### config.mk
export PLATFORM = sky130hd
export DESIGN_NAME = synch_downcounter
export DESIGN_NICKNAME = d
export VERILOG_FILES = /design/src/rtl/synch_counter_pkg.sv /design/src/rtl/tick_prescaler.sv /design/src/rtl/synch_downcounter.sv
export SDC_FILE = /design/constraint.sdc
export NUM_CORES = 1
export LEC_CHECK = 0
export CELL_PAD_IN_SITES_DETAIL_PLACEMENT = 0
export CELL_PAD_IN_SITES_GLOBAL_PLACEMENT = 1
export CORE_AREA = 5 5 61 46
export DETAILED_ROUTE_END_ITERATION = 6
export DIE_AREA = 0 0 66 51
export PLACE_DENSITY_LB_ADDON = 0.15
export SYNTH_ARGS = -nofsm -noshare
export SYNTH_HDL_FRONTEND = slang
export SYNTH_SLANG_ARGS = --single-unit
### constraint.sdc
create_clock -name clk -period 4.79 [get_ports clk]
set_clock_uncertainty 0.1 [all_clocks]
set_input_delay 0.479 -clock clk [delete_from_list [all_inputs] [get_ports clk]]
set_output_delay 0.479 -clock clk [all_outputs]
set_load 0.01 [all_outputs]
### src/rtl/synch_counter_pkg.sv
// Shared types and constants for the synchronous down-counter.
// Defaults target simulation; BOARD_PRESCALE_1HZ gives 1 Hz at 50 MHz.
package synch_counter_pkg;

  typedef enum logic [1:0] {
    ST_IDLE = 2'd0,
    ST_RUN  = 2'd1,
    ST_DONE = 2'd2
  } state_t;

  localparam int DEF_WIDTH          = 4;
  localparam int DEF_PRESCALE       = 4;
  localparam int BOARD_PRESCALE_1HZ = 50_000_000;

endpackage

### src/rtl/tick_prescaler.sv
// Divides enabled cycles by PRESCALE; tick is decoded from the register.
// clr returns the divider to zero without producing a tick.
module tick_prescaler #(
  parameter int PRESCALE = 4,
  parameter int PS_W     = $clog2(PRESCALE + 1)
) (
  input  logic clk,
  input  logic rst,
  input  logic clr,
  input  logic en,
  output logic tick
);

  logic [PS_W-1:0] ps;

  assign tick = en && (ps == PS_W'(PRESCALE - 1));

  always_ff @(posedge clk) begin
    if (rst || clr) begin
      ps <= '0;
    end else if (en) begin
      if (tick) ps <= '0;
      else      ps <= ps + 1'b1;
    end
  end

endmodule

### src/rtl/synch_downcounter.sv
// Prescaled loadable down-counter with tc pulse and LED toggle.
// Define SYNCH_DOWNCOUNTER_ONESHOT_EN to stop in DONE instead of reloading.
module synch_downcounter
  import synch_counter_pkg::*;
#(
  parameter int WIDTH    = DEF_WIDTH,
  parameter int PRESCALE = DEF_PRESCALE,
  parameter int PS_W     = $clog2(PRESCALE + 1)
) (
  input  logic             clk,
  input  logic             rst,
  input  logic             en,
  input  logic             load,
  input  logic [WIDTH-1:0] load_val,
  output logic [WIDTH-1:0] count,
  output logic             tc,
  output logic             led,
  output logic             busy
);

  state_t           state, state_n;
  logic [WIDTH-1:0] reload, reload_n, count_n;
  logic             tc_n, led_n, tick;

  // Load clears the divider and pre-empts any tick in the same cycle.
  tick_prescaler #(
    .PRESCALE (PRESCALE),
    .PS_W     (PS_W)
  ) u_ps (
    .clk  (clk),
    .rst  (rst),
    .clr  (load),
    .en   (en && !load && (state == ST_RUN)),
    .tick (tick)
  );

  always_comb begin
    state_n  = state;
    count_n  = count;
    reload_n = reload;
    tc_n     = 1'b0;
    led_n    = led;
    if (load) begin
      count_n  = load_val;
      reload_n = load_val;
      state_n  = ST_IDLE;
    end else begin
      unique case (state)
        ST_IDLE: if (en) state_n = ST_RUN;
        ST_RUN: begin
          if (tick) begin
            if (count != '0) begin
              count_n = count - 1'b1;
            end else begin
              tc_n = 1'b1;
`ifdef SYNCH_DOWNCOUNTER_ONESHOT_EN
              state_n = ST_DONE;
              led_n   = 1'b1;
`else
              count_n = reload;
              led_n   = ~led;
`endif
            end
          end
        end
`ifdef SYNCH_DOWNCOUNTER_ONESHOT_EN
        ST_DONE: state_n = ST_DONE;
`endif
        default: state_n = ST_IDLE;
      endcase
    end
  end

  always_ff @(posedge clk) begin
    if (rst) begin
      state  <= ST_IDLE;
      count  <= '1;
      reload <= '1;
      tc     <= 1'b0;
      led    <= 1'b0;
      busy   <= 1'b0;
    end else begin
      state  <= state_n;
      count  <= count_n;
      reload <= reload_n;
      tc     <= tc_n;
      led    <= led_n;
      busy   <= (state_n == ST_RUN);
    end
  end

endmodule
# Word level (Yosys, flattened, before mapping)
# Index checks and enable logic that the tools add are counted.
# Widths: inputs -> output; s select.
# op_classes
add_sub_neg	2
mul	0
div	0
n_lt_le_gt_ge	0
eq_ne	3
shifts	0
muxes	9
bitwise	5
reduce_logical	12
# op_table
operator	n
$mux 4	4
$not 1->1	5
$eq 2x1->1 const B	2
$mux 2	2
$pmux 2 s2	1
$reduce_and 4->1	1
$reduce_bool 2->1	2
$reduce_bool 4->1	1
$reduce_or 4->1	1
$sub 4x1->4 const B	1
$add 3x1->3 const B	1
$eq 3x2->1 const B	1
$logic_and 1x1->1	3
$mux 3	1
$logic_not 2->1	1
$reduce_and 2->1	1
$logic_not 1->1	1
$logic_or 1x1->1	1
$mux 1	1
# totals
ff_bits	16
latch_bits	0
ram_bits	0
mem_bits_ro	0
inputBits	8
memories	0

# Longest topological paths before layout
# depth
ltp_word	7
mapped_depth	6
ltp_nobuf	6

# Cells and area by module
# Synthesis repeated with hierarchy kept, for this count alone.
# unflattened
cells_unflattened	81
area_unflattened_um2	706.9
# modules_own_cells
mod	instances	cells_each	area_each_um2
synch_downcounter	1	67	574.3
tick_prescaler	1	14	132.6

# Worst setup path after synthesis
# Ideal clock, no wire load.
# synth_path
kind	input port to flip-flop
start	input port load
end	register count[2]
setup_ns	0.062
t_arrival_ns	1.492
setup_slack_ns	3.136
path_stages	6
cell_sequence	buf_2 and4bb_1 buf_4 nand3_1 or3_1 nand3_1
# synth_via
elab_chain_len	6
# synth_rtl
item	line_no	text
start: declaration	synch_downcounter.sv:13	input logic load,
$logic_not 1->1	synch_downcounter.sv:33	.en (en && !load && (state == ST_RUN)),
$logic_and 1x1->1 (2 in a row)	synch_downcounter.sv:33	
$logic_and 1x1->1	tick_prescaler.sv:16	assign tick = en && (ps == PS_W'(PRESCALE - 1));
$reduce_bool 2->1 (no source line)	--	
$reduce_and 2->1 (no source line)	--	
end signal: assignment	synch_downcounter.sv:84	count <= count_n;
end: declaration	synch_downcounter.sv:15	output logic [WIDTH-1:0] count,
# Parallel ways exist; a longest one is shown, timed or not.
# A chain may end at the register's enable or synchronous reset.

# Worst setup path in the final report
# Same ends and word-level chain as after synthesis.

==> reports/results.md <==
| Quantity | Reported | Unit |
|---|---|---|
| Max capacitance violation total | 0 | - |
| Io pins | 15 | - |
| Root Buffer Master | sky130_fd_sc_hd__clkbuf_4 | - |
| Post-CTS Setup Inserts | 0 | - |
| Mean Syn Cell Area | 8.64 | um^2 |
| Nets | 109 | - |
| Status | finished, final reports clean | - |
| Total Die Area | 0.00337 | mm^2 |
| Data arrival time of the critical path | 2.32 | ns |
| Required time at the worst-slack endpoint | 4.92 | ns |
| Number of levels the H-tree was split into | 1 | - |
| Final worst-path cycle share | 45.7 | % |
| Sort of element at the end of the critical path | flop | - |
| Total vias in the final route | 604 | - |
| Total congestion overflow after global routing | 0 | - |
| Final wirelength | 1.50 | mm |
| Transition time of the tightest slew-check pin | 0.579 | ns |
| Distinct cells, synth | 31 | - |
| Num CTS Buffers | 3 | - |
| Sink count of the clock tree | 16 | - |
| Post-cts resize count | 0 | - |
| Crit-path max FO | 19 | - |
| Buffers added on ports | 14 | - |
| Number of pins with negative max-slew slack in the final report | 0 | - |
| Total of hold buffers inserted after clock tree synthesis | 0 | - |
| Synthesized cell area | 717 | um^2 |
| Total iterations of the first detailed-routing run | 4 | - |
| Wire length of the first global-routing pass | 2.59 | mm |
| Post-layout util | 43.1 | % |
| Syn. warnings | 0 | - |
| Weighted congestion at the end of routability-driven global placement | 0.689 | - |
| Sum of internal, switching and leakage power | 0.000263 | W |
| Min-delay worst type | flop to flop | - |
| CTS tree | yes | - |
| CP startpoint kind | input port | - |
| Chip width | 66 | um |
| Post-synth EDFFs | 0 | - |
| Proportion of layout cells with a drive suffix above 1 | 4.12 | % |
| Antenna-violating nets left | 0 | - |
| Setup repair after global routing missed its margin | no | - |
| Maximum vdd drop | 0.137 | mV |
| Peak Freq | 0.457 | GHz |
| Post-synthesis sequential element count | 16 | - |
| Internal Pwr Total | 0.000201 | W |
| Overall fraction of global-route tracks in use | 10.2 | % |
| Final hold slack | 0.356 | ns |
| Per-cell routed wire length | 11.6 | um |
| Cell Count Post-Placement | 125 | - |
| Final setup violation count | 0 | - |
| Clock network fraction of design power | 34.2 | % |
| Largest net degree at the start of global routing | 20 | - |
| Power density over the cells | 288 | mW/mm^2 |
| Initial standard-cell utilization of the core | 33.8 | % |
| Drt first-iter violations | 15 | - |
| ANT cells | 0 | - |
| Initial antenna violation count | 0 | - |
| Main synth FF type | sky130_fd_sc_hd__dfxtp_1 | - |
| Sequential share of the synthesized area | 44.7 | % |
| Commonest cells after routing, fill and taps aside | sky130_fd_sc_hd__dfxtp_1, sky130_fd_sc_hd__clkdlybuf4s50_1, sky130_fd_sc_hd__nor2_1, sky130_fd_sc_hd__inv_1, sky130_fd_sc_hd__nand3_1 | - |
| Leak | 0.365 | nW |
| Number of cell rows | 14 | - |
| Portion of total power attributed to sequential cells | 55.0 | % |
| Leading cell type in the layout, fill and taps excluded | sky130_fd_sc_hd__dfxtp_1 | - |
| Clk pin slew, worst setup/hold paths | 0.09 | ns |
| Post-synth ARST share | 0 | % |
| Combinational fraction of design power | 10.9 | % |
| Syn_nets | 94 | - |
| Area delta synth->final | 27.4 | % |
| Sw Ratio | 23.6 | % |
| Longest Clk Path Bufs | 2 | - |
| Source-to-sink clock delay at the later pin of the worst-skew pair | 0.29 | ns |
| Sw Pwr | 0.0000621 | W |
| Post-synthesis cell count | 83 | - |
| Final-report hold violation count | 0 | - |
| Post-route non-filler standard cell count | 129 | - |
| Post-detail-place hpwl | 1.10 | mm |
| Category of the most critical setup path | input port to flop | - |
| Die Span Y | 51 | um |
| Post-Route Setup TNS | 0 | ns |
| Vias in the first global route | 544 | - |
| Slew HR | 61.3 | % |
| Average vias per placed instance | 4.68 | - |
| Tmin final | 2.19 | ns |
| Post-detailed-route DRC marker count | 0 | - |
| Standard cell core area | 0.00212 | mm^2 |
[layer usage]
metal | part of all wire [%] | global-route usage, % | up-vias | wire length (um)
met5 | 0 | 0 | - | 0
met4 | 0.67 | 3.04 | 0 | 10
met3 | 7.1 | 5.92 | 2 | 106
met2 | 37 | 12.6 | 15 | 556
met1 | 55 | 14.5 | 269 | 825
li1 | - | - | 318 | -
[Yosys cell counts, types with 2 or more instances]
| cell | count | area (um^2) |
|---|---|---|
| sky130_fd_sc_hd__dfxtp_1 | 16 | 320 |
| sky130_fd_sc_hd__nor2_1 | 12 | 45.0 |
| sky130_fd_sc_hd__inv_1 | 6 | 22.5 |
| sky130_fd_sc_hd__nand3_1 | 5 | 25.0 |
| sky130_fd_sc_hd__a21oi_1 | 4 | 20.0 |
| sky130_fd_sc_hd__nor3_1 | 4 | 20.0 |
| sky130_fd_sc_hd__o21ai_0 | 4 | 20.0 |
| sky130_fd_sc_hd__ha_1 | 3 | 37.5 |
| sky130_fd_sc_hd__nor2b_1 | 3 | 18.8 |
| sky130_fd_sc_hd__a211o_1 | 2 | 17.5 |
| sky130_fd_sc_hd__mux2i_1 | 2 | 20.0 |
| sky130_fd_sc_hd__nand2_1 | 2 | 7.51 |
| sky130_fd_sc_hd__nor4_1 | 2 | 12.5 |
[critical path: stages]
cell,delay [ns]
sky130_fd_sc_hd__clkdlybuf4s50_1,0.71
sky130_fd_sc_hd__and4bb_1,0.56
sky130_fd_sc_hd__nand3_1,0.14
sky130_fd_sc_hd__or3_1,0.35
sky130_fd_sc_hd__nand3_1,0.08
[kinds of logic (layout without fill, tap and decap cells)]
| kind of cell | count (synthesis) | in the layout | share of synthesized area, % |
|---|---|---|---|
| simple gates | 35 | 35 | 25.8 |
| flops | 16 | 16 | 44.7 |
| xor+xnor | 1 | 1 | 1.22 |
| other cells | 1 | 1 | 0.523 |
| fa+ha+maj | 3 | 3 | 5.24 |
| buf+inv | 10 | 24 | 5.93 |
| mux | 2 | 2 | 2.79 |
| compound gates | 15 | 15 | 13.8 |
[power by group through the flow]
stage               combinational (W)  sequential (W)  clock (W)
floorplan                   0.0000140        0.000148          0
global placement            0.0000288        0.000148          0
detailed placement          0.0000289        0.000148          0
CTS                         0.0000290        0.000145  0.0000935
global route                0.0000326        0.000146   0.000101
finish                      0.0000286        0.000145  0.0000899
[registers in the layout, indices dropped and copies added (netlist names)]
signal,cells
tc,1
count,4
led,1
state,2
busy,1
reload,4
u_ps.ps,3
[through the flow]
step / cell area [um^2] / setup slack [ns]
2_1_floorplan: 717 / 3.14
3_3_place_gp: 877 / 2.31
3_5_place_dp: 877 / 2.30
4_1_cts: 913 / 2.60
5_1_grt: 913 / 2.48
6_report: 913 / 2.60
[cell type report]
| class | instances | area, um^2 |
|---|---|---|
| Sequential cell | 16 | 320 |
| Tap cell | 32 | 40.0 |
| Fill cell | 214 | 1210 |
| Multi-Input combinational cell | 57 | 354 |
| Inverter | 6 | 22.5 |
| Timing Repair Buffer | 14 | 140 |
| Clock buffer | 4 | 36.3 |
[path summary, 6_finish.rpt]
path,startpoint,endpoint,slack (ns),cells after the start
worst max register to register,u_ps.ps[0],count[0],2.94,5
worst min register to register,reload[2],reload[2],0.36,2
worst min-delay path,reload[2],reload[2],0.36,2
worst max-delay path,load,count[2],2.60,5
Note: power is estimated with default switching activity, not from simulation.
